**config.mk**
```make
export PLATFORM = sky130hd
export DESIGN_NAME = fb_pixel_writer_flat
export DESIGN_NICKNAME = d
export VERILOG_FILES = /design/src/rtl/fb_pixel_writer_if.sv /design/src/rtl/fb_pixel_writer.sv /design/src/flat_wrapper.sv
export SDC_FILE = /design/constraint.sdc
export NUM_CORES = 1
export LEC_CHECK = 0
export BUFFER_PORTS_ARGS = -buffer_cell sky130_fd_sc_hd__buf_2
export CAP_MARGIN = 40
export CORE_AREA = 4 4 106 108
export DETAILED_ROUTE_END_ITERATION = 10
export DIE_AREA = 0 0 110 112
export PLACE_DENSITY_LB_ADDON = 0.12
export SLEW_MARGIN = 20
export SYNTH_ARGS = -nofsm -noshare
export SYNTH_HDL_FRONTEND = slang
export SYNTH_SLANG_ARGS = --single-unit
```
**constraint.sdc**
```tcl
create_clock -name clk -period 2.65 [get_ports clk]
set_clock_uncertainty 0.05 [all_clocks]
set_input_delay 0.6625 -clock clk [delete_from_list [all_inputs] [get_ports clk]]
set_output_delay 0.6625 -clock clk [all_outputs]
set_load 0.02 [all_outputs]
```
**src/rtl/fb_pixel_writer_if.sv**
```systemverilog
// Pixel stream, clear control and framebuffer write port of the pixel writer.
// The master side drives pixels, clear requests and the arbiter grant.
interface fb_pixel_writer_if;
    logic        plot;
    logic [7:0]  x;
    logic [7:0]  y;
    logic [2:0]  colour;
    logic        plot_ready;
    logic        clear_req;
    logic        clear_busy;
    logic        fb_grant;
    logic        fb_we;
    logic [14:0] fb_addr;
    logic [2:0]  fb_wdata;
    logic [15:0] clip_count;

    modport master (
        output plot, x, y, colour, clear_req, fb_grant,
        input  plot_ready, clear_busy, fb_we, fb_addr, fb_wdata, clip_count
    );

    modport slave (
        input  plot, x, y, colour, clear_req, fb_grant,
        output plot_ready, clear_busy, fb_we, fb_addr, fb_wdata, clip_count
    );
endinterface

```
**src/rtl/fb_pixel_writer.sv**
```systemverilog
// Pixel stream sink: clips, buffers and writes pixels into the framebuffer,
// plus a full-screen clear engine.
//
//   state   | meaning
//   --------+-------------------------------------------------------------
//   S_IDLE  | no write request; picks a clear (priority) or the pixel FIFO
//   S_DRAIN | presenting FIFO head on the write port until the FIFO empties
//   S_CLEAR | walking clr_cnt over every address with BG_COLOUR
module fb_pixel_writer #(
    parameter int unsigned H_RES      = 160,
    parameter int unsigned V_RES      = 120,
    parameter int unsigned FIFO_DEPTH = 4,
    parameter logic [2:0]  BG_COLOUR  = 3'b000
) (
    input  logic              clk,
    input  logic              reset,
    fb_pixel_writer_if.slave  bus
);
    localparam int unsigned PTR_W     = $clog2(FIFO_DEPTH);
    localparam logic [7:0]  X_LIM     = 8'(H_RES);
    localparam logic [7:0]  Y_LIM     = 8'(V_RES);
    localparam logic [14:0] LAST_ADDR = 15'(H_RES * V_RES - 1);

    localparam logic [1:0] S_IDLE  = 2'd0;
    localparam logic [1:0] S_DRAIN = 2'd1;
    localparam logic [1:0] S_CLEAR = 2'd2;

    logic [1:0]       state;
    logic [14:0]      clr_cnt;
    logic             clear_pending;

    logic [17:0]      fifo_mem [FIFO_DEPTH];
    logic [PTR_W:0]   wr_ptr;
    logic [PTR_W:0]   rd_ptr;
    logic [PTR_W:0]   fifo_count;
    logic             fifo_full;
    logic             fifo_empty;
    logic [17:0]      head;

    logic             in_range;
    logic             accept;
    logic             push;
    logic             clip;
    logic             pop;
    logic [14:0]      pix_addr;

    // Pointers carry one extra wrap bit so full and empty are distinguishable.
    assign fifo_count = wr_ptr - rd_ptr;
    assign fifo_empty = (wr_ptr == rd_ptr);
    assign fifo_full  = (wr_ptr[PTR_W] != rd_ptr[PTR_W]) &&
                        (wr_ptr[PTR_W-1:0] == rd_ptr[PTR_W-1:0]);
    assign head       = fifo_mem[rd_ptr[PTR_W-1:0]];

    assign in_range = (bus.x < X_LIM) && (bus.y < Y_LIM);
    assign accept   = bus.plot && !fifo_full;
    assign push     = accept && in_range;
    assign clip     = accept && !in_range;
    assign pop      = (state == S_DRAIN) && bus.fb_grant;

    // y*160 as two shifts; y < 120 keeps the sum inside 15 bits.
    assign pix_addr = ({7'd0, bus.y} << 7) + ({7'd0, bus.y} << 5) + {7'd0, bus.x};

    assign bus.plot_ready = !fifo_full;
    assign bus.clear_busy = (state == S_CLEAR) || clear_pending;

    always_ff @(posedge clk) begin
        if (push) begin
            fifo_mem[wr_ptr[PTR_W-1:0]] <= {pix_addr, bus.colour};
        end
    end

    always_ff @(posedge clk or posedge reset) begin
        if (reset) begin
            wr_ptr         <= '0;
            rd_ptr         <= '0;
            bus.clip_count <= '0;
        end else begin
            if (push) begin
                wr_ptr <= wr_ptr + (PTR_W+1)'(1);
            end
            if (pop) begin
                rd_ptr <= rd_ptr + (PTR_W+1)'(1);
            end
            if (clip && (bus.clip_count != 16'hFFFF)) begin
                bus.clip_count <= bus.clip_count + 16'd1;
            end
        end
    end

    always_ff @(posedge clk or posedge reset) begin
        if (reset) begin
            state         <= S_IDLE;
            clr_cnt       <= '0;
            clear_pending <= 1'b0;
        end else begin
            case (state)
                S_IDLE: begin
                    if (bus.clear_req || clear_pending) begin
                        state         <= S_CLEAR;
                        clr_cnt       <= '0;
                        clear_pending <= 1'b0;
                    end else if (!fifo_empty) begin
                        state <= S_DRAIN;
                    end
                end
                S_DRAIN: begin
                    // A clear arriving mid-drain waits until the queued pixels are out.
                    if (bus.clear_req) begin
                        clear_pending <= 1'b1;
                    end
                    if (pop && !push && (fifo_count == (PTR_W+1)'(1))) begin
                        state <= S_IDLE;
                    end
                end
                S_CLEAR: begin
                    if (bus.fb_grant) begin
                        if (clr_cnt == LAST_ADDR) begin
                            state <= S_IDLE;
                        end else begin
                            clr_cnt <= clr_cnt + 15'd1;
                        end
                    end
                end
                default: state <= S_IDLE;
            endcase
        end
    end

    always_comb begin
        bus.fb_we    = 1'b0;
        bus.fb_addr  = '0;
        bus.fb_wdata = '0;
        case (state)
            S_DRAIN: begin
                bus.fb_we    = 1'b1;
                bus.fb_addr  = head[17:3];
                bus.fb_wdata = head[2:0];
            end
            S_CLEAR: begin
                bus.fb_we    = 1'b1;
                bus.fb_addr  = clr_cnt;
                bus.fb_wdata = BG_COLOUR;
            end
            default: ;
        endcase
    end
endmodule
```
**src/flat_wrapper.sv**
```systemverilog
// flat-port wrapper written by rule: the top's interface ports become plain ports
module fb_pixel_writer_flat 
#(
    parameter int unsigned H_RES      = 160,
    parameter int unsigned V_RES      = 120,
    parameter int unsigned FIFO_DEPTH = 4,
    parameter logic [2:0]  BG_COLOUR  = 3'b000
)
  (clk, reset, bus_plot, bus_x, bus_y, bus_colour, bus_clear_req, bus_fb_grant, bus_plot_ready, bus_clear_busy, bus_fb_we, bus_fb_addr, bus_fb_wdata, bus_clip_count);
  fb_pixel_writer_if bus_i ();
  input  logic clk;
  input  logic reset;
  input wire logic [$bits(bus_i.plot)-1:0] bus_plot;
  input wire logic [$bits(bus_i.x)-1:0] bus_x;
  input wire logic [$bits(bus_i.y)-1:0] bus_y;
  input wire logic [$bits(bus_i.colour)-1:0] bus_colour;
  input wire logic [$bits(bus_i.clear_req)-1:0] bus_clear_req;
  input wire logic [$bits(bus_i.fb_grant)-1:0] bus_fb_grant;
  output wire logic [$bits(bus_i.plot_ready)-1:0] bus_plot_ready;
  output wire logic [$bits(bus_i.clear_busy)-1:0] bus_clear_busy;
  output wire logic [$bits(bus_i.fb_we)-1:0] bus_fb_we;
  output wire logic [$bits(bus_i.fb_addr)-1:0] bus_fb_addr;
  output wire logic [$bits(bus_i.fb_wdata)-1:0] bus_fb_wdata;
  output wire logic [$bits(bus_i.clip_count)-1:0] bus_clip_count;
  assign bus_i.plot = bus_plot;
  assign bus_i.x = bus_x;
  assign bus_i.y = bus_y;
  assign bus_i.colour = bus_colour;
  assign bus_i.clear_req = bus_clear_req;
  assign bus_i.fb_grant = bus_fb_grant;
  assign bus_plot_ready = bus_i.plot_ready;
  assign bus_clear_busy = bus_i.clear_busy;
  assign bus_fb_we = bus_i.fb_we;
  assign bus_fb_addr = bus_i.fb_addr;
  assign bus_fb_wdata = bus_i.fb_wdata;
  assign bus_clip_count = bus_i.clip_count;
  fb_pixel_writer #(.H_RES(H_RES), .V_RES(V_RES), .FIFO_DEPTH(FIFO_DEPTH), .BG_COLOUR(BG_COLOUR)) u_core (.clk(clk), .reset(reset), .bus(bus_i));
endmodule
```
==> impl_results.md <==
* Result of the run: finished clean
* Die X at 110 µm
* Clk Latency, worst-skew pair at 0.38 ns
* Routed via count at 3414
* Hold buffer count at cts at 0
* Drc violations at 0
* FF+latch count, synth at 112
* Clock-pin slew on the worst setup and hold paths at 0.11 ns
* Routed length per instance at 17.6 µm
* DRT Wirelength at 10800 µm
* Min-Delay Path Class: input port to asynchronous set/reset pin
* Met3 GRT Util at 3.42%
* Async S/R FF share, synth at 35.7%
* Final worst-path cycle share at 99.4%
* Max-slew headroom at 63.2%
* CTS Buf Count at 9
* Synthesized area per cell at 13.9 µm²
* Req. time, crit path at 1.94 ns
* Share of cells above drive strength 1 at 32.3%
* Rows at 37
* CTS tree: yes
* Dpl cells at 593
* Reg2reg start: u_core.rd_ptr[0]
* Yosys Warn Count at 0
* Area of the die at 0.0123 mm²
* Cell area after synthesis at 0.00539 mm²
* PD cells at 888 mW/mm²
* Synthesized instance count at 388
* Area Overhead vs Synth at 19.5%
* TritonRoute pass-1 iters at 4
* DRT antenna net count at 0
* Met1 Track Usage GR at 26.6%
* Hold slack at 0.261 ns
* Gr busiest metal: met2
* Worst R2R Setup Slack at 0.19 ns
* First-pass GRT wire length at 17600 µm
* Synth Net Count at 442
* Final setup violation count at 0
* Htree depth at 3
* Startpoint Class: register
* CP endpoint kind: primary output
* Sequential share of the synthesized area at 58.7%
* Reg2reg end: u_core.state[0]
* CTS root buffer: clkbuf_8
* Boundary Pins at 61
* # Max-Cap Violations at 0
* Dpl hpwl at 7650 µm
* 1st-iter DRT viols at 204
* Worst-margin pin slew at 0.549 ns
* Clk buf depth at 2
* M2 GR Usage at 29.5%
* Core Area at 0.0102 mm²
* Vias/cell at 5.57
* F_max at 380 MHz
* Initial antenna violation count at 0
* Peak VDD IR at 0.477 mV
* Fin crit period at 2.63 ns
* GR Overflow Total at 0
* LEAKAGE at 0.00251 µW
* Crit Path Class: register to primary output
* Most frequent cells in the layout: 72 x edfxtp_1, 57 x buf_2, 38 x dfrtp_1, 25 x xnor2_1, 24 x ha_1
* Vias in the first global route at 3387
* Total track usage at 18.8%
* Final non-filler cell total at 613
* Distinct cells, synth at 47
* Number of flops mapped to enable cells by yosys at 72
* Diodes inserted at 0
* Final hold vios at 0
* Worst Path Arrival at 1.92 ns
* Initial Util at 52.7%
* Layout Nets at 526
* Pins Over Slew Limit at 0
* Critical path peak fanout at 8
* IO buf count at 60
* Largest net degree at the start of global routing at 23
* Final setup TNS at 0 ns
* R2r worst-path depth at 7
* Clk sinks at 112
* RSZ-0062 raised after global routing: true
* Leading cell type in the layout, fill and taps excluded: edfxtp_1
* Top_reg_cell synth: edfxtp_1
* Die H at 112 µm
* Gpl congestion at 0.744
critical path: stages, from the launching register on:
cell	delay, ns
dfrtp_2	0.43
buf_12	0.16
mux4_2	0.54
a22oi_2	0.21
nor2b_2	0.08
buf_6	0.13
where the power goes:
part	total (µW)	leakage (µW)	switching [µW]	internal (µW)
clock network	999	0.0000996	623	376
logic	2440	0.00123	1300	1140
registers	2290	0.00118	172	2120
layer usage:
layer	part of all wire, %	wire length [µm]
met3	4.0	432
met4	1.1	116
met5	0	0
met2	50	5370
met1	45	4860
cell type report:
class                      instances  area [µm²]
fill                             795        3790
sequential                       112        3170
multi-input combinational        253        2260
timing repair buffer              86         618
tap                              136         170
clock buffer                      10         128
clock inverter                     6        67.6
inverter                          10        37.5
kinds of logic (layout without fill, tap and decap cells):
| kind of cell | Yosys count | count (layout) | synth area share (%) |
|---|---|---|---|
| compound gates | 61 | 61 | 7.61 |
| xor+xnor | 34 | 34 | 5.66 |
| fa+ha+maj | 30 | 30 | 7.38 |
| buf+inv | 23 | 112 | 1.67 |
| flops | 112 | 112 | 58.7 |
| mux | 20 | 20 | 7.94 |
| simple gates | 108 | 108 | 11.1 |
per-stage QoR:
stage	utilization (%)	instance area, µm²	total power (µW)	setup WS (ns)
final	63.0	6440	5720	0.0163
after global placement	59.3	6070	4490	-0.202
after floorplan	-	5410	3820	-0.0503
after detailed placement	59.3	6070	4530	-0.237
after global routing	63.0	6440	6100	-0.0788
after CTS	62.6	6400	5740	-0.0188
registers in the layout, indices dropped and copies added, names as in the netlist:
name,cells
u_core.wr_ptr,3
u_core.state,2
u_core.clear_pending,1
u_core.rd_ptr,3
u_core.fifo_mem,72
u_core.clr_cnt,15
u_core.bus.clip_count,16
Yosys cell counts, types with 8 or more instances:
| library cell | count | area, µm² |
|---|---|---|
| a22oi_1 | 15 | 113 |
| xnor2_1 | 25 | 219 |
| and2_1 | 10 | 62.6 |
| nand4_1 | 12 | 75.1 |
| o21ai_0 | 13 | 65.1 |
| inv_1 | 10 | 37.5 |
| dfrtp_1 | 40 | 1000 |
| a21oi_1 | 11 | 55.1 |
| nand2_1 | 16 | 60.1 |
| nor2_1 | 16 | 60.1 |
| xor2_1 | 8 | 70.1 |
| edfxtp_1 | 72 | 2160 |
| clkbuf_1 | 9 | 33.8 |
| ha_1 | 27 | 338 |
| mux4_2 | 18 | 405 |
| nor2b_1 | 18 | 113 |
| nand3_1 | 13 | 65.1 |
worst max-delay path by stage:
stage	end	cells after the start	slack [ns]	start
floorplan	u_core.fifo_mem[3][0]	6	-0.05	u_core.rd_ptr[1]
global placement	u_core.fifo_mem[1][17]	9	-0.20	bus_y[1]
detailed placement	u_core.fifo_mem[1][17]	9	-0.24	bus_y[1]
CTS	bus_fb_addr[5]	6	-0.02	u_core.state[1]
global route	bus_fb_addr[2]	6	-0.08	u_core.rd_ptr[0]
finish	bus_fb_addr[9]	5	0.02	u_core.rd_ptr[0]
timing repair:
action	in CTS	in global routing
resized for setup	17	14
pin swaps	1	2
endpoints found under the setup margin	15	18
setup buffers	4	0
gates cloned	1	0
Note: power is estimated with default switching activity, not from simulation.
